**src/rtl/uart_rx_param_if.sv**
```systemverilog
// Bus-side bundle between the UART controller and the parametrised receiver.
interface uart_rx_param_if #(
  parameter int FIFO_DEPTH = 8,
  parameter int COMP_W     = 16
);
  logic                          rec_en;
  logic [COMP_W-1:0]             comp;
  logic [1:0]                    data_bits;
  logic                          par_en;
  logic                          par_odd;
  logic                          stop2;
  logic [7:0]                    rx_data;
  logic                          rx_perr;
  logic                          rx_ferr;
  logic                          rx_valid;
  logic                          rx_pop;
  logic [$clog2(FIFO_DEPTH):0]   rx_count;
  logic                          rx_ovf;
  logic                          ovf_clr;

  modport master (
    output rec_en, comp, data_bits, par_en, par_odd, stop2, rx_pop, ovf_clr,
    input  rx_data, rx_perr, rx_ferr, rx_valid, rx_count, rx_ovf
  );

  modport slave (
    input  rec_en, comp, data_bits, par_en, par_odd, stop2, rx_pop, ovf_clr,
    output rx_data, rx_perr, rx_ferr, rx_valid, rx_count, rx_ovf
  );
endinterface

```
**src/rtl/uart_rx_param.sv**
```systemverilog
// UART receiver with runtime frame format, glitch-rejecting start detect and RX FIFO.
// state  | meaning
// IDLE   | waiting for a falling edge on the synchronised line
// START  | start bit; high at its sample point aborts the frame
// DATA   | shifting data bits LSB first
// PARITY | parity bit check
// STOP   | stop bit(s); push at the last stop-bit sample point
module uart_rx_param #(
  parameter int FIFO_DEPTH = 8,
  parameter int COMP_W     = 16
) (
  input  logic           clk,
  input  logic           rstn,
  input  logic           uart_rx,
  uart_rx_param_if.slave bus
);
  localparam int AW = $clog2(FIFO_DEPTH);
  localparam logic [AW:0] FULL_C = (AW+1)'(FIFO_DEPTH);

  typedef enum logic [2:0] {IDLE, START, DATA, PARITY, STOP} state_t;

  state_t            state;
  logic              sync1, rx_s, rx_q;
  logic [COMP_W-1:0] cnt, comp_r;
  logic [1:0]        db_r;
  logic              pe_r, po_r, st2_r, stop_idx;
  logic [2:0]        bit_idx;
  logic [7:0]        shreg;
  logic              perr_r, ferr_r;

  logic start_edge, at_samp, at_wrap, last_data, push;
  assign start_edge = rx_q & ~rx_s;
  assign at_samp    = (cnt == (comp_r >> 1));
  assign at_wrap    = (cnt == comp_r);
  assign last_data  = (bit_idx == (3'd4 + {1'b0, db_r}));
  assign push       = (state == STOP) && at_samp && (stop_idx == st2_r);

  always_ff @(posedge clk or negedge rstn) begin
    if (!rstn) begin
      sync1 <= 1'b1;
      rx_s  <= 1'b1;
      rx_q  <= 1'b1;
    end else begin
      sync1 <= uart_rx;
      rx_s  <= sync1;
      rx_q  <= rx_s;
    end
  end

  always_ff @(posedge clk or negedge rstn) begin
    if (!rstn) begin
      state    <= IDLE;
      cnt      <= '0;
      comp_r   <= '0;
      db_r     <= '0;
      pe_r     <= 1'b0;
      po_r     <= 1'b0;
      st2_r    <= 1'b0;
      stop_idx <= 1'b0;
      bit_idx  <= '0;
      shreg    <= '0;
      perr_r   <= 1'b0;
      ferr_r   <= 1'b0;
    end else if (!bus.rec_en) begin
      state    <= IDLE;
      cnt      <= '0;
      bit_idx  <= '0;
      stop_idx <= 1'b0;
      shreg    <= '0;
      perr_r   <= 1'b0;
      ferr_r   <= 1'b0;
    end else begin
      if (state != IDLE) cnt <= at_wrap ? '0 : cnt + 1'b1;
      case (state)
        IDLE: if (start_edge) begin
          state    <= START;
          cnt      <= '0;
          comp_r   <= bus.comp;
          db_r     <= bus.data_bits;
          pe_r     <= bus.par_en;
          po_r     <= bus.par_odd;
          st2_r    <= bus.stop2;
          stop_idx <= 1'b0;
          bit_idx  <= '0;
          shreg    <= '0;
          perr_r   <= 1'b0;
          ferr_r   <= 1'b0;
        end
        START: begin
          if (at_samp && rx_s) state <= IDLE;
          else if (at_wrap)    state <= DATA;
        end
        DATA: begin
          if (at_samp) shreg[bit_idx] <= rx_s;
          if (at_wrap) begin
            if (last_data) state <= pe_r ? PARITY : STOP;
            else           bit_idx <= bit_idx + 3'd1;
          end
        end
        PARITY: begin
          if (at_samp) perr_r <= ((^shreg) ^ rx_s) != po_r;
          if (at_wrap) state <= STOP;
        end
        STOP: begin
          if (at_samp && !rx_s) ferr_r <= 1'b1;
          if (push)         state <= IDLE;
          else if (at_wrap) stop_idx <= 1'b1;
        end
        default: state <= IDLE;
      endcase
    end
  end

  // Entry layout: {data[7:0], perr, ferr}
  logic [9:0]    mem [FIFO_DEPTH];
  logic [AW-1:0] wptr, rptr;
  logic [AW:0]   count;
  logic          ovf;
  logic          do_pop, do_push, ovf_set;

  assign do_pop  = bus.rx_pop && (count != '0);
  assign do_push = push && ((count != FULL_C) || do_pop);
  assign ovf_set = push && (count == FULL_C) && !do_pop;

  always_ff @(posedge clk) begin
    if (do_push) mem[wptr] <= {shreg, perr_r, ferr_r | ~rx_s};
  end

  always_ff @(posedge clk or negedge rstn) begin
    if (!rstn) begin
      wptr  <= '0;
      rptr  <= '0;
      count <= '0;
      ovf   <= 1'b0;
    end else begin
      if (do_push) wptr <= wptr + 1'b1;
      if (do_pop)  rptr <= rptr + 1'b1;
      case ({do_push, do_pop})
        2'b10:   count <= count + 1'b1;
        2'b01:   count <= count - 1'b1;
        default: count <= count;
      endcase
      if (ovf_set)          ovf <= 1'b1;
      else if (bus.ovf_clr) ovf <= 1'b0;
    end
  end

  logic [9:0] head;
  assign head         = mem[rptr];
  assign bus.rx_valid = (count != '0);
  assign bus.rx_data  = bus.rx_valid ? head[9:2] : 8'h00;
  assign bus.rx_perr  = bus.rx_valid & head[1];
  assign bus.rx_ferr  = bus.rx_valid & head[0];
  assign bus.rx_count = count;
  assign bus.rx_ovf   = ovf;
endmodule

```
**src/flat_wrapper.sv**
```systemverilog
// flat-port wrapper written by rule: the top's interface ports become plain ports
module uart_rx_param_flat 
#(
  parameter int FIFO_DEPTH = 8,
  parameter int COMP_W     = 16
)
  (clk, rstn, uart_rx, bus_rec_en, bus_comp, bus_data_bits, bus_par_en, bus_par_odd, bus_stop2, bus_rx_pop, bus_ovf_clr, bus_rx_data, bus_rx_perr, bus_rx_ferr, bus_rx_valid, bus_rx_count, bus_rx_ovf);
  uart_rx_param_if #(.FIFO_DEPTH(FIFO_DEPTH), .COMP_W(COMP_W)) bus_i ();
  input  logic clk;
  input  logic rstn;
  input  logic uart_rx;
  input wire logic [$bits(bus_i.rec_en)-1:0] bus_rec_en;
  input wire logic [$bits(bus_i.comp)-1:0] bus_comp;
  input wire logic [$bits(bus_i.data_bits)-1:0] bus_data_bits;
  input wire logic [$bits(bus_i.par_en)-1:0] bus_par_en;
  input wire logic [$bits(bus_i.par_odd)-1:0] bus_par_odd;
  input wire logic [$bits(bus_i.stop2)-1:0] bus_stop2;
  input wire logic [$bits(bus_i.rx_pop)-1:0] bus_rx_pop;
  input wire logic [$bits(bus_i.ovf_clr)-1:0] bus_ovf_clr;
  output wire logic [$bits(bus_i.rx_data)-1:0] bus_rx_data;
  output wire logic [$bits(bus_i.rx_perr)-1:0] bus_rx_perr;
  output wire logic [$bits(bus_i.rx_ferr)-1:0] bus_rx_ferr;
  output wire logic [$bits(bus_i.rx_valid)-1:0] bus_rx_valid;
  output wire logic [$bits(bus_i.rx_count)-1:0] bus_rx_count;
  output wire logic [$bits(bus_i.rx_ovf)-1:0] bus_rx_ovf;
  assign bus_i.rec_en = bus_rec_en;
  assign bus_i.comp = bus_comp;
  assign bus_i.data_bits = bus_data_bits;
  assign bus_i.par_en = bus_par_en;
  assign bus_i.par_odd = bus_par_odd;
  assign bus_i.stop2 = bus_stop2;
  assign bus_i.rx_pop = bus_rx_pop;
  assign bus_i.ovf_clr = bus_ovf_clr;
  assign bus_rx_data = bus_i.rx_data;
  assign bus_rx_perr = bus_i.rx_perr;
  assign bus_rx_ferr = bus_i.rx_ferr;
  assign bus_rx_valid = bus_i.rx_valid;
  assign bus_rx_count = bus_i.rx_count;
  assign bus_rx_ovf = bus_i.rx_ovf;
  uart_rx_param #(.FIFO_DEPTH(FIFO_DEPTH), .COMP_W(COMP_W)) u_core (.clk(clk), .rstn(rstn), .uart_rx(uart_rx), .bus(bus_i));
endmodule
```
**config.mk**
```make
export PLATFORM = sky130hd
export DESIGN_NAME = uart_rx_param_flat
export DESIGN_NICKNAME = d
export VERILOG_FILES = /design/src/rtl/uart_rx_param_if.sv /design/src/rtl/uart_rx_param.sv /design/src/flat_wrapper.sv
export SDC_FILE = /design/constraint.sdc
export NUM_CORES = 1
export LEC_CHECK = 0
export BUFFER_PORTS_ARGS = -buffer_cell sky130_fd_sc_hd__buf_2
export CAP_MARGIN = 20
export CORE_MARGIN = 5
export CORE_UTILIZATION = 30
export DETAILED_ROUTE_END_ITERATION = 6
export MAX_ROUTING_LAYER = met4
export PLACE_DENSITY_LB_ADDON = 0.2
export SLEW_MARGIN = 20
export SYNTH_ARGS = -nofsm -noshare
export SYNTH_HDL_FRONTEND = slang
export SYNTH_SLANG_ARGS = --single-unit
```
**constraint.sdc**
```tcl
create_clock -name clk -period 3.22 [get_ports clk]
set_input_delay 0 -clock clk [delete_from_list [all_inputs] [get_ports clk]]
set_output_delay 0 -clock clk [all_outputs]
set_load 0.01 [all_outputs]
```
==> metrics.md <==
| Metric | Value |
|---|---|
| DRC violation count after routing | 0 |
| I/O pin total | 43 |
| ANT nets after route | 0 |
| Largest net degree at the start of global routing | 39 |
| Final max-slew violation count | 0 |
| Die height | 160 µm |
| Leakage component of the power | 3.15 nW |
| Sequential element share of the synthesized area | 60.5% |
| CTS buffer count | 17 |
| Status | finished clean |
| Worst R2R Setup Slack | 0.27 ns |
| FF-to-FF path depth | 12 |
| Area inside the core boundary | 0.0224 mm² |
| Total setup violations reported at the end of the flow | 0 |
| Register Area | 0.00411 mm² |
| Critical path type | register to register |
| Number of post-CTS setup repair buffers | 0 |
| Count of inserted antenna diode cells | 0 |
| Max Freq | 339 MHz |
| Hold WC Path Type | primary input to register |
| Average size of a mapped cell | 13.9 µm² |
| Mapped Area | 0.00679 mm² |
| Final routed wirelength across all metal layers | 14.3 mm |
| Routed length per instance | 16.6 µm |
| Data required time at the worst endpoint | 3.57 ns |
| CP arrival | 3.30 ns |
| Nature of the critical path startpoint | register |
| Commonest register cell after synthesis | sky130_fd_sc_hd__edfxtp_1 |
| Number of buffers on the longest clock path | 2 |
| Worst setup path start | u_core.cnt[10]$_DFF_PN0_ |
| Starting utilization of the core area | 30.3% |
| Clock period minus worst slack | 2.95 ns |
| Source-to-sink clock delay at the later pin of the worst-skew pair | 0.42 ns |
| Max capacitance violation total | 0 |
| Share of final-layout standard cells stronger than drive strength 1 | 26.2% |
| Nets | 597 |
| Number of unique standard cell types used by synthesis | 54 |
| Total nets after synthesis | 521 |
| Hold violation count in the final report | 0 |
| Final total negative setup slack | 0 ns |
| Number of core rows | 55 |
| R2R Path End | u_core.bus.rx_count[3]$_DFFE_PN0P_ |
| Total GRT Usage | 11.8% |
| HPWL reported at the end of detailed placement | 9.53 mm |
| Sum of internal, switching and leakage power | 0.00606 W |
| Power per standard cell area | 737 mW/mm² |
| Final GP Congestion | 0.827 |
| Fin crit share | 91.7% |
| Number of synthesized register bits | 148 |
| Via-to-Cell Ratio | 4.71 |
| Number of flops mapped to enable cells by yosys | 80 |
| Buffer type at the clock tree root | sky130_fd_sc_hd__clkbuf_16 |
| Number of global-route vias before repair | 4248 |
| Number of buffers inserted by port buffering | 42 |
| Worst Clk Skew | 0.00878 ns |
| Start point of the worst hold path | bus_rx_pop |
| Async SR Flop Fraction | 45.9% |
| Cell class contributing the biggest share of worst-path delay | simple AND/OR/NAND/NOR gates |
| Area of the die | 0.0257 mm² |
| Crit end category | register |
| Library cell occupying the most area in the post-synthesis netlist | sky130_fd_sc_hd__edfxtp_1 |
| Clock input transition at the sequential cells of the worst setup and hold paths | 0.07 ns |
| Count of vias placed by the detailed router | 4052 |
| Total area of multi-input combinational cells | 0.00255 mm² |
| Iteration count of the initial detailed-routing pass | 5 |
| Deepest level of the CTS H-tree | 4 |
| RSZ-0062 raised after global routing | no |
| Layout Area Growth over Synthesis | 21.0% |
| Worst hold path cell count | 3 |
| Violation count after the first detailed-route iteration | 260 |
| Yosys warning total | 0 |
| Crit Reg-Reg Startpoint | u_core.cnt[10]$_DFF_PN0_ |
| Top cells by instance count after synthesis | sky130_fd_sc_hd__edfxtp_1 (80), sky130_fd_sc_hd__dfrtp_1 (65), sky130_fd_sc_hd__nor2_1 (45), sky130_fd_sc_hd__xnor2_1 (35), sky130_fd_sc_hd__nand2_1 (34) |
| Cell with the largest stage delay on the worst path | sky130_fd_sc_hd__dfrtp_1 |
| Worst slew margin | 31.4% |
| Worst path bufs/invs | 2 |
| Maximum fanout along the worst path | 6 |
| Yosys top cell area share | 35.4% |
| Highest cell delay on the worst timing path | 0.46 ns |
| Worst Hold Path EP | u_core.rptr[0]$_DFFE_PN0P_ |
| Total of fill cells in the finished design | 2153 |
| Top cells by area in the synthesized netlist | sky130_fd_sc_hd__edfxtp_1 (35%), sky130_fd_sc_hd__dfrtp_1 (24%), sky130_fd_sc_hd__mux4_2 (6.6%) |
| Overall overflow remaining after global route | 0 |
| Wire length of the first global-routing pass | 23.2 mm |
| CTS sink count | 148 |
| Sequence of cells on the critical path | xor2_1 -> nor4_2 -> nand4_2 -> nor3b_4 -> inv_1 -> ha_1 -> inv_1 -> mux2_2 -> o22ai_1 -> o21ai_0 -> nor2_1 -> xor2_1 |
| Width of the die | 160 µm |
| Clock tree from TritonCTS | done |
| Max VDD drop | 326 µV |
| Layout Utilization | 36.6% |
| Leading cell type by number of instances after synthesis | sky130_fd_sc_hd__edfxtp_1 |
| Tightest Pin Transition | 1.03 ns |
| Number of antenna violations at the first check in global routing | 0 |
| Number of standard cells after synthesis | 487 |
sequential cells by signal, summed over array words and instances, names as in the netlist, 2 cells and up:
register / count
u_core.wptr: 3
u_core.bus.rx_count: 4
u_core.state: 3
u_core.comp_r: 16
u_core.mem: 80
u_core.rptr: 3
u_core.bit_idx: 3
u_core.cnt: 16
u_core.shreg: 8
u_core.db_r: 2
timing repair:
action,in CTS,in global routing
hold buffers,26,0
endpoints found under the hold margin,60,0
gates resized for setup,0,1
endpoints found under the setup margin,0,2
how the worst max path moves through the flow:
stage / slack [ns] / cells past startpoint / endpoint
after floorplan: 0.40 / 13 / u_core.bus.rx_count[2]$_DFFE_PN0P_
after global placement: 0.24 / 12 / u_core.bus.rx_count[2]$_DFFE_PN0P_
after detailed placement: 0.16 / 12 / u_core.bus.rx_count[3]$_DFFE_PN0P_
after CTS: 0.14 / 12 / u_core.bus.rx_count[3]$_DFFE_PN0P_
after global routing: 0.02 / 12 / u_core.bus.rx_count[2]$_DFFE_PN0P_
final: 0.27 / 12 / u_core.bus.rx_count[3]$_DFFE_PN0P_
metrics by stage:
step                hold WS (ns)  cells  area [µm²]  setup slack (ns)
finish                    0.0599    861        8220             0.268
global route              0.0666    861        8220            0.0242
CTS                       0.0458    861        8210             0.142
detailed placement         0.109    803        7350             0.163
global placement           0.108    803        7350             0.240
floorplan                 -0.296    487        6790             0.395
cell families after synthesis:
kind of cell / synth area share (%)
flops: 60.5
simple gates: 10.9
xor+xnor: 8.51
mux: 13.7
buf+inv: 2.08
compound gates: 3.08
fa+ha+maj: 1.29
cell type report:
cell class | instances | share of cell area [%]
multi-input combinational | 308 | 31.1
timing repair buffer | 83 | 7.10
clock buffer | 17 | 5.18
sequential | 148 | 50.0
inverter | 5 | 0.228
tap | 285 | 4.34
clock inverter | 15 | 2.12
metal layers:
metal | track usage (%) | part of all wire, % | vias up
met4 | 3.05 | 1.4 | 0
met3 | 3.00 | 4.0 | 23
met5 | - | 0 | -
li1 | - | - | 1940
met1 | 14.3 | 44 | 2009
met2 | 19.7 | 51 | 80
worst register-to-register path, cell delays in order, from the launching register on:
cell	delay [ns]
sky130_fd_sc_hd__dfrtp_1	0.46
sky130_fd_sc_hd__xor2_1	0.20
sky130_fd_sc_hd__nor4_2	0.40
sky130_fd_sc_hd__nand4_2	0.28
sky130_fd_sc_hd__nor3b_4	0.27
sky130_fd_sc_hd__inv_1	0.09
sky130_fd_sc_hd__ha_1	0.23
sky130_fd_sc_hd__inv_1	0.09
sky130_fd_sc_hd__mux2_2	0.33
sky130_fd_sc_hd__o22ai_1	0.14
sky130_fd_sc_hd__o21ai_0	0.09
sky130_fd_sc_hd__nor2_1	0.14
sky130_fd_sc_hd__xor2_1	0.16
cell usage in the layout (no fill, tap or decap), types with 3 or more instances in the layout:
cell / synthesis / final
sky130_fd_sc_hd__nand4b_1: 3 / 3
sky130_fd_sc_hd__nor2_1: 45 / 45
sky130_fd_sc_hd__edfxtp_1: 80 / 80
sky130_fd_sc_hd__inv_1: 5 / 5
sky130_fd_sc_hd__nand2_1: 34 / 34
sky130_fd_sc_hd__nor4_2: 2 / 4
sky130_fd_sc_hd__xnor2_1: 35 / 35
sky130_fd_sc_hd__buf_2: 12 / 42
sky130_fd_sc_hd__a21oi_1: 8 / 8
sky130_fd_sc_hd__mux2i_1: 18 / 18
sky130_fd_sc_hd__clkbuf_16: 0 / 17
sky130_fd_sc_hd__inv_8: 0 / 5
sky130_fd_sc_hd__dfstp_2: 3 / 3
sky130_fd_sc_hd__nand2b_1: 6 / 6
sky130_fd_sc_hd__nor3_1: 4 / 4
sky130_fd_sc_hd__nand4_1: 9 / 9
sky130_fd_sc_hd__inv_6: 0 / 4
sky130_fd_sc_hd__ha_1: 7 / 7
sky130_fd_sc_hd__nand3b_1: 3 / 3
sky130_fd_sc_hd__buf_4: 0 / 15
sky130_fd_sc_hd__or3_1: 3 / 3
sky130_fd_sc_hd__nor2b_1: 3 / 3
sky130_fd_sc_hd__xor2_1: 31 / 31
sky130_fd_sc_hd__dlygate4sd3_1: 0 / 26
sky130_fd_sc_hd__nand3_1: 10 / 10
sky130_fd_sc_hd__mux2_2: 25 / 25
sky130_fd_sc_hd__dfrtp_1: 65 / 65
sky130_fd_sc_hd__mux4_2: 20 / 20
sky130_fd_sc_hd__o21ai_0: 5 / 5
sky130_fd_sc_hd__and3_1: 3 / 3
sky130_fd_sc_hd__clkinv_8: 0 / 4
power breakdown:
group	switching (W)	internal, W
Clock	0.000927	0.00105
Sequential	0.000357	0.00219
Combinational	0.000690	0.000844
Note: power is estimated with default switching activity, not from simulation.
